[config.mk]
export PLATFORM = sky130hd
export DESIGN_NAME = horizontal_counter
export DESIGN_NICKNAME = d
export VERILOG_FILES = /design/src/rtl/horizontal_counter.sv
export SDC_FILE = /design/constraint.sdc
export NUM_CORES = 1
export LEC_CHECK = 0
export ABC_AREA = 1
export ABC_CLOCK_PERIOD_IN_PS = 2750
export BUFFER_PORTS_ARGS = -buffer_cell sky130_fd_sc_hd__buf_2
export CORE_ASPECT_RATIO = 0.8
export CORE_MARGIN = 3
export CORE_UTILIZATION = 55
export CTS_CLUSTER_DIAMETER = 100
export CTS_CLUSTER_SIZE = 8
export DETAILED_ROUTE_END_ITERATION = 8
export GPL_TIMING_DRIVEN = 0
export PLACE_DENSITY = 0.79
export SLEW_MARGIN = 15
export SYNTH_ARGS = -nofsm -noshare
export SYNTH_HDL_FRONTEND = slang
export SYNTH_SLANG_ARGS = --single-unit
[constraint.sdc]
create_clock -name clk_25Mhz -period 2.75 [get_ports clk_25Mhz]
set_input_delay 0.275 -clock clk_25Mhz [delete_from_list [all_inputs] [get_ports clk_25Mhz]]
set_output_delay 0.275 -clock clk_25Mhz [all_outputs]
set_load 0.01 [all_outputs]
[src/rtl/horizontal_counter.sv]
// ---------------------------------------------------------------------------
// horizontal_counter
//
// Pixel-column timing generator for the 640x480@60 VGA path. One scan line is
// walked as active -> front porch -> sync -> back porch by an explicit FSM
// that steps on the 25 MHz pixel clock. Every output is registered and is
// computed from the next count, so all outputs line up with H_Count_Value.
//
// Ports
//   clk_25Mhz         in   1   pixel clock, rising edge
//   rst_n             in   1   asynchronous, active-low reset
//   run               in   1   1 = advance one column per clock, 0 = freeze
//   H_Count_Value     out  16  current column, 0..H_TOTAL-1
//   enable_V_Counter  out  1   one-cycle end-of-line strobe (count = H_TOTAL-1)
//   hsync             out  1   horizontal sync, asserted level = HSYNC_POL
//   h_video_on        out  1   1 while the column is in the active region
//   pixel_x           out  10  column inside the active region, 0 when blanked
// ---------------------------------------------------------------------------
module horizontal_counter #(
  parameter int   H_ACTIVE  = 640,
  parameter int   H_FP      = 16,
  parameter int   H_SYNC    = 96,
  parameter int   H_BP      = 48,
  parameter logic HSYNC_POL = 1'b0
) (
  input  logic        clk_25Mhz,
  input  logic        rst_n,
  input  logic        run,
  output logic [15:0] H_Count_Value,
  output logic        enable_V_Counter,
  output logic        hsync,
  output logic        h_video_on,
  output logic [9:0]  pixel_x
);

  localparam int H_TOTAL = H_ACTIVE + H_FP + H_SYNC + H_BP;

  // Column numbers at which each region begins, and the last column.
  localparam logic [15:0] FP_START   = 16'(H_ACTIVE);
  localparam logic [15:0] SYNC_START = 16'(H_ACTIVE + H_FP);
  localparam logic [15:0] BP_START   = 16'(H_ACTIVE + H_FP + H_SYNC);
  localparam logic [15:0] LAST_COL   = 16'(H_TOTAL - 1);

  typedef enum logic [1:0] {
    S_ACTIVE = 2'd0,
    S_FP     = 2'd1,
    S_SYNC   = 2'd2,
    S_BP     = 2'd3
  } state_t;

  state_t      state;
  state_t      state_next;
  logic        state_bad;
  logic [15:0] count_next;

  // The >= guard also folds any out-of-range count back to column 0.
  always_comb begin
    count_next = (H_Count_Value >= LAST_COL) ? 16'd0 : H_Count_Value + 16'd1;
  end

  // Region transitions are taken on the column we are about to enter, which
  // is what keeps the registered decode coincident with the count.
  always_comb begin
    state_next = state;
    state_bad  = 1'b0;
    case (state)
      S_ACTIVE: if (count_next == FP_START)   state_next = S_FP;
      S_FP:     if (count_next == SYNC_START) state_next = S_SYNC;
      S_SYNC:   if (count_next == BP_START)   state_next = S_BP;
      S_BP:     if (count_next == 16'd0)      state_next = S_ACTIVE;
      default: begin
        state_next = S_ACTIVE;
        state_bad  = 1'b1;
      end
    endcase
  end

  // ---- register stage: count, FSM state and decoded outputs ----
  always_ff @(posedge clk_25Mhz or negedge rst_n) begin
    if (!rst_n) begin
      H_Count_Value    <= 16'd0;
      state            <= S_ACTIVE;
      enable_V_Counter <= 1'b0;
      h_video_on       <= 1'b0;
      pixel_x          <= 10'd0;
      hsync            <= ~HSYNC_POL;
    end else if (state_bad) begin
      // Corrupted state: restart the line at column 0 of the active region.
      H_Count_Value    <= 16'd0;
      state            <= S_ACTIVE;
      enable_V_Counter <= 1'b0;
      h_video_on       <= 1'b1;
      pixel_x          <= 10'd0;
      hsync            <= ~HSYNC_POL;
    end else if (run) begin
      H_Count_Value    <= count_next;
      state            <= state_next;
      // Only an advancing edge can raise the strobe, so a line that is held
      // at its last column never produces a second pulse.
      enable_V_Counter <= (count_next == LAST_COL);
      h_video_on       <= (state_next == S_ACTIVE);
      hsync            <= (state_next == S_SYNC) ? HSYNC_POL : ~HSYNC_POL;
      pixel_x          <= (state_next == S_ACTIVE) ? count_next[9:0] : 10'd0;
    end else begin
      enable_V_Counter <= 1'b0;
    end
  end

endmodule

# After elaboration in Yosys (flattened, before gate mapping)
# Index checks and enable logic that the tools add are counted.
[op_classes] n_addsub=1 n_reduce_logical=3 bitwise_logic=0 multipliers=0 div=0 shifts=0 magnitude_cmp=1 eq_ne=8 n_mux=9
[ops] op="16-bit by 10-bit equality test with 1-bit output (second input constant)" count=4
[ops] op="16-bit by 1-bit adder with 16-bit output (second input constant)" count=1
[ops] op="16-bit by 10-bit greater-or-equal comparator with 1-bit output (second input constant)" count=1
[ops] op="16-bit logical NOT" count=1
[ops] op="16-bit two-way mux" count=1
[ops] op="10-bit two-way mux" count=1
[ops] op="2-bit two-way mux" count=4
[ops] op="2-bit one-hot mux with 4 select lines" count=1
[ops] op="2-bit equality test (second input constant)" count=3
[ops] op="2-bit logical NOT" count=2
[ops] op="2-bit by 1-bit equality test with 1-bit output (second input constant)" count=1
[ops] op="1-bit two-way mux" count=2
[word_totals] inputBits=3 ramBits=0 output_inout_bits=29 mem_bits_ro=0 latch_bits=0 memories=0 register_bits=31

# Depth between registers and ports, before layout
[depth] ltp_word=7 ltp_mapped=16

# Least setup slack after synthesis
# OpenSTA, ideal clock, no wires.
[synth_path] path_type="flip-flop to flip-flop" startpoint="reg H_Count_Value[0]" endpoint="reg pixel_x[6]" path_stages_with_launch=15 arrival_ps=1947 t_required_ps=2627 slack_ps=681 n_path_buf=1 setup_ps=123 path_cell_list="dfrtp_1 -> ha_1 -> nand2_2 -> inv_2 -> nand2_4 -> nand2_4 -> a21oi_2 -> nand2_1 -> nor2_2 -> nand3_2 -> nand2_2 -> nand3_1 -> nand3_2 -> buf_6 -> nor2_2"
[synth_via] elab_chain_len=7 word_cells_on_any_way=14 classes_between="add/sub: 1; order compare: 1; eq/ne: 3; mux: 7; reduce/logical: 2"
[synth_rtl] item="from (decl)" line="29" rtl="output logic [15:0] H_Count_Value,"
[synth_rtl] item="from (signal assigned)" line="96" rtl="H_Count_Value <= count_next;"
[synth_rtl] item="16-bit by 1-bit adder with 16-bit output / 16-bit by 10-bit greater-or-equal comparator with 1-bit output (equally long branches)" line="58" rtl="count_next = (H_Count_Value >= LAST_COL) ? 16'd0 : H_Count_Value + 16'd1;"
[synth_rtl] item="16-bit two-way mux (*)" line="58"
[synth_rtl] item="16-bit by 10-bit equality test with 1-bit output (tied with other cells)" line="69" rtl="S_SYNC: if (count_next == BP_START) state_next = S_BP;"
[synth_rtl] item="2-bit two-way mux, on equally long branches"
[synth_rtl] item="2-bit one-hot mux with 4 select lines" line="66" rtl="case (state)"
[synth_rtl] item="2-bit logical NOT" line="103" rtl="pixel_x <= (state_next == S_ACTIVE) ? count_next[9:0] : 10'd0;"
[synth_rtl] item="10-bit two-way mux (*)" line="103"
[synth_rtl] item="to (signal assigned)" line="103"
[synth_rtl] item="to (decl)" line="33" rtl="output logic [9:0] pixel_x"
# Mark *: on every way between the ends. The rest lies on a longest branch, timed or not.
# A chain may end at the register's enable or synchronous reset.

# Worst setup path in the final report
[layout_path] startpoint="reg H_Count_Value[0]" endpoint="reg h_video_on"
[layout_via] elab_chain_len=6 word_cells_on_any_way=13 classes_between="add/sub: 1; order compare: 1; eq/ne: 3; mux: 6; reduce/logical: 2"
[layout_rtl] item="16-bit by 1-bit adder with 16-bit output / 16-bit by 10-bit greater-or-equal comparator with 1-bit output (equally long branches)" line="58"
[layout_rtl] item="16-bit two-way mux (*)" line="58"
[layout_rtl] item="16-bit by 10-bit equality test with 1-bit output (tied with other cells)" line="69"
[layout_rtl] item="2-bit two-way mux, on equally long branches"
[layout_rtl] item="2-bit one-hot mux with 4 select lines (*)" line="66"
[layout_rtl] item="2-bit logical NOT (*)" line="101" rtl="h_video_on <= (state_next == S_ACTIVE);"
[layout_rtl] item="to (signal assigned)" line="101"
[layout_rtl] item="to (decl)" line="32" rtl="output logic h_video_on,"
# Marks and branches as above.

==> impl_metrics.csv <==
group,metric,value,unit
critical_path,cp-start-kind,"register",
clock_tree,cts_resized,0,
routing,drt_iter0_drc,87,
routing,wl_per_cell,13.04,µm
sta,setup_slack,408.8,ps
final_layout,design_area,2024,µm²
power_and_ir_drop,p_total,1.573,mW
critical_path,cp.arrival,2510,ps
critical_path,r2r_cells,14,
sta,min_period,2341,ps
power_and_ir_drop,p_per_area,777.1,nW/µm²
logic_synthesis,syn-num-nets,230,
final_layout,nets,267,
final_layout,fillers,261,
routing,ant_nets,0,
critical_path,endpoint_kind,"register",
final_layout,syn_to_final_growth,16.65,%
placement,gp_congestion,0.8647,
logic_synthesis,synth_warnings,0,
clock_tree,clk_pin_slew_worst_paths,70,ps
global_route,antenna_found_initial,0,
clock_tree,ctsHtreeMaxLevel,2,
logic_synthesis,syn-instance-count,226,
logic_synthesis,ys_ff_latch,31,
logic_synthesis,synthArstFlopShare,1.000,
global_route,grt_max_degree,32,
global_route,grt_pass1_vias,1532,
power_and_ir_drop,power_switching,0.6104,mW
worst_hold_path,hold_class,"in -> async",
power_and_ir_drop,pwr-share-comb,0.368,
sta,tns,0,ps
power_and_ir_drop,p_clk_frac,0.230,
critical_path,crit_fanout,10,
critical_path,cp_data_required_time,2920,ps
final_layout,layout_common_cells,"46 x nand2_1, 30 x dfrtp_1, 30 x buf_2, 28 x inv_1, 27 x nor2_1",
logic_synthesis,yosysSeqAreaShare,0.4477,
floorplanning,dieArea,3869,µm²
placement,place_ws,436.2,ps
sta,worst_pin_slew,664.1,ps
placement,hpwl,2.981,mm
clock_tree,cts.sinks,31,
final_layout,seq_area,777.0,µm²
floorplanning,initial_core_util,0.5999,
clock_tree,tritoncts,"built",
logic_synthesis,synth.avg_cell_area,7.679,µm²
final_layout,multi_input_area,808.3,µm²
placement,placed_cell_area,1933,µm²
final_layout,drive_above_1_share,0.2803,
logic_synthesis,syn_area,1735,µm²
clock_tree,cts_setup_buffers,0,
clock_tree,cts_inserted_buffers,5,
routing,first_pass_iters,4,
placement,port-buffer-count,30,
final_layout,diodes,0,
floorplanning,rows,17,
power_and_ir_drop,p_leak,1.097,nW
critical_path,r2r_slack,410,ps
sta,fmax,0.4271,GHz
routing,drt_wl_total,3.937,mm
sta,skew,6.878,ps
logic_synthesis,ys_types,25,
global_route,overflow,0,
sta,hold_viol,0,
routing,vias,1574,
routing,viasPerCell,5.212,
clock_tree,insertion_delay,280,ps
global_route,grt_pass1_wl,6.906,mm
clock_tree,cts_hold_buf,0,
power_and_ir_drop,switching_share,0.3880,
floorplanning,die-height,56.24,µm
global_route,grt_use_total,0.2377,
logic_synthesis,synth_flop_cell,"dfrtp_1",
sta,rsz0062_at_grt,"no",
sta,maxSlewHeadroom,0.5573,
power_and_ir_drop,pwr-share-seq,0.403,
clock_tree,root_buffer,"clkbuf_8",
floorplanning,ios,32,
sta,drv_slew,0,
power_and_ir_drop,ir_drop,536.0,µV
floorplanning,core,2893,µm²
critical_path,crit_type,"reg -> reg",
logic_synthesis,synth_edf_count,0,
routing,route.detailed.drc,0,
clock_tree,clock_path_buffers,2,
job,maxCapViolCount,0,
floorplanning,die_w,68.80,µm
status,status,"finished, final reports clean",
sta,setup_viol,0,
sta,finalCritPeriodShare,0.8513,
final_layout,layout_commonest_cell,"nand2_1",
power_and_ir_drop,p_int,0.9627,mW
layout make-up:
| type | instances | share of cell area |
|---|---|---|
| multi-input cells | 157 | 0.3993 |
| flip-flops and latches | 31 | 0.3838 |
| repair buffers | 30 | 0.07417 |
| inverters | 33 | 0.06119 |
| clock buffers | 7 | 0.04265 |
| well taps | 38 | 0.02349 |
| plain buffers | 5 | 0.01298 |
| clock inverters | 1 | 0.002472 |
kinds of logic (layout without fill, tap and decap cells):
logic type,Yosys count,after routing,synth area share
simple gates,135,135,0.3886
buf+inv,38,76,0.08651
flops,31,31,0.4477
compound gates,21,21,0.06993
fa+ha+maj,1,1,0.007209
worst max-delay path, stage by stage, from the launching register on:
cell and delay [ps]:
dfrtp_1 430, ha_1 270, nand2_2 100, inv_2 50, nand2_4 80, nand2_4 60
a21oi_2 310, nand2_1 110, nor2_2 190, nand3_2 90, nand2_2 70, nand3_1 110
nand3_2 120, buf_6 180, nor2_2 50
power groups by stage:
stage | logic [mW] | registers [mW] | clock network [mW]
after global routing | 0.653 | 0.650 | 0.393
final | 0.578 | 0.634 | 0.361
after floorplan | 0.367 | 0.673 | 0
after detailed placement | 0.573 | 0.640 | 0
after CTS | 0.577 | 0.633 | 0.371
after global placement | 0.564 | 0.637 | 0
registers in the layout, summed over array words and instances (netlist names):
register          cells
state                 2
H_Count_Value        16
enable_V_Counter      1
pixel_x              10
h_video_on            1
hsync                 1
metrics by stage:
| stage | instances | util | hold slack [ps] |
|---|---|---|---|
| after floorplan | 226 | - | -20.59 |
| after global placement | 294 | 0.6683 | 347.9 |
| after detailed placement | 294 | 0.6683 | 349.2 |
| after CTS | 302 | 0.6998 | 42.12 |
| after global routing | 302 | 0.6998 | 73.07 |
| final | 302 | 0.6998 | 21.56 |
routing by layer:
metal	track usage	routed length (µm)
met5	0	0
met4	0.07500	57
met3	0.06667	307
met2	0.3347	1691
met1	0.3486	1882
cell usage after synthesis, drive strengths merged (2+ instances only):
library cell | instances | share of area
nand2 | 56 | 0.14
nor2 | 43 | 0.12
inv | 32 | 0.069
dfrtp | 30 | 0.43
nand3 | 27 | 0.089
o21ai | 9 | 0.026
a21oi | 7 | 0.022
nand4 | 5 | 0.018
clkbuf | 4 | 0.0086
nor3 | 3 | 0.0086
a21boi | 2 | 0.0086
o21bai | 2 | 0.0086
path summary, 6_finish.rpt:
check                             startpoint           endpoint
max                         H_Count_Value[0]         h_video_on
min                                    rst_n         pixel_x[2]
max reg2reg                 H_Count_Value[0]         h_video_on
min reg2reg                H_Count_Value[13]  H_Count_Value[13]
max in group asynchronous              rst_n   H_Count_Value[9]
min in group clk_25Mhz                   run   H_Count_Value[2]
No activity file was read; power rests on OpenSTA's default activity.
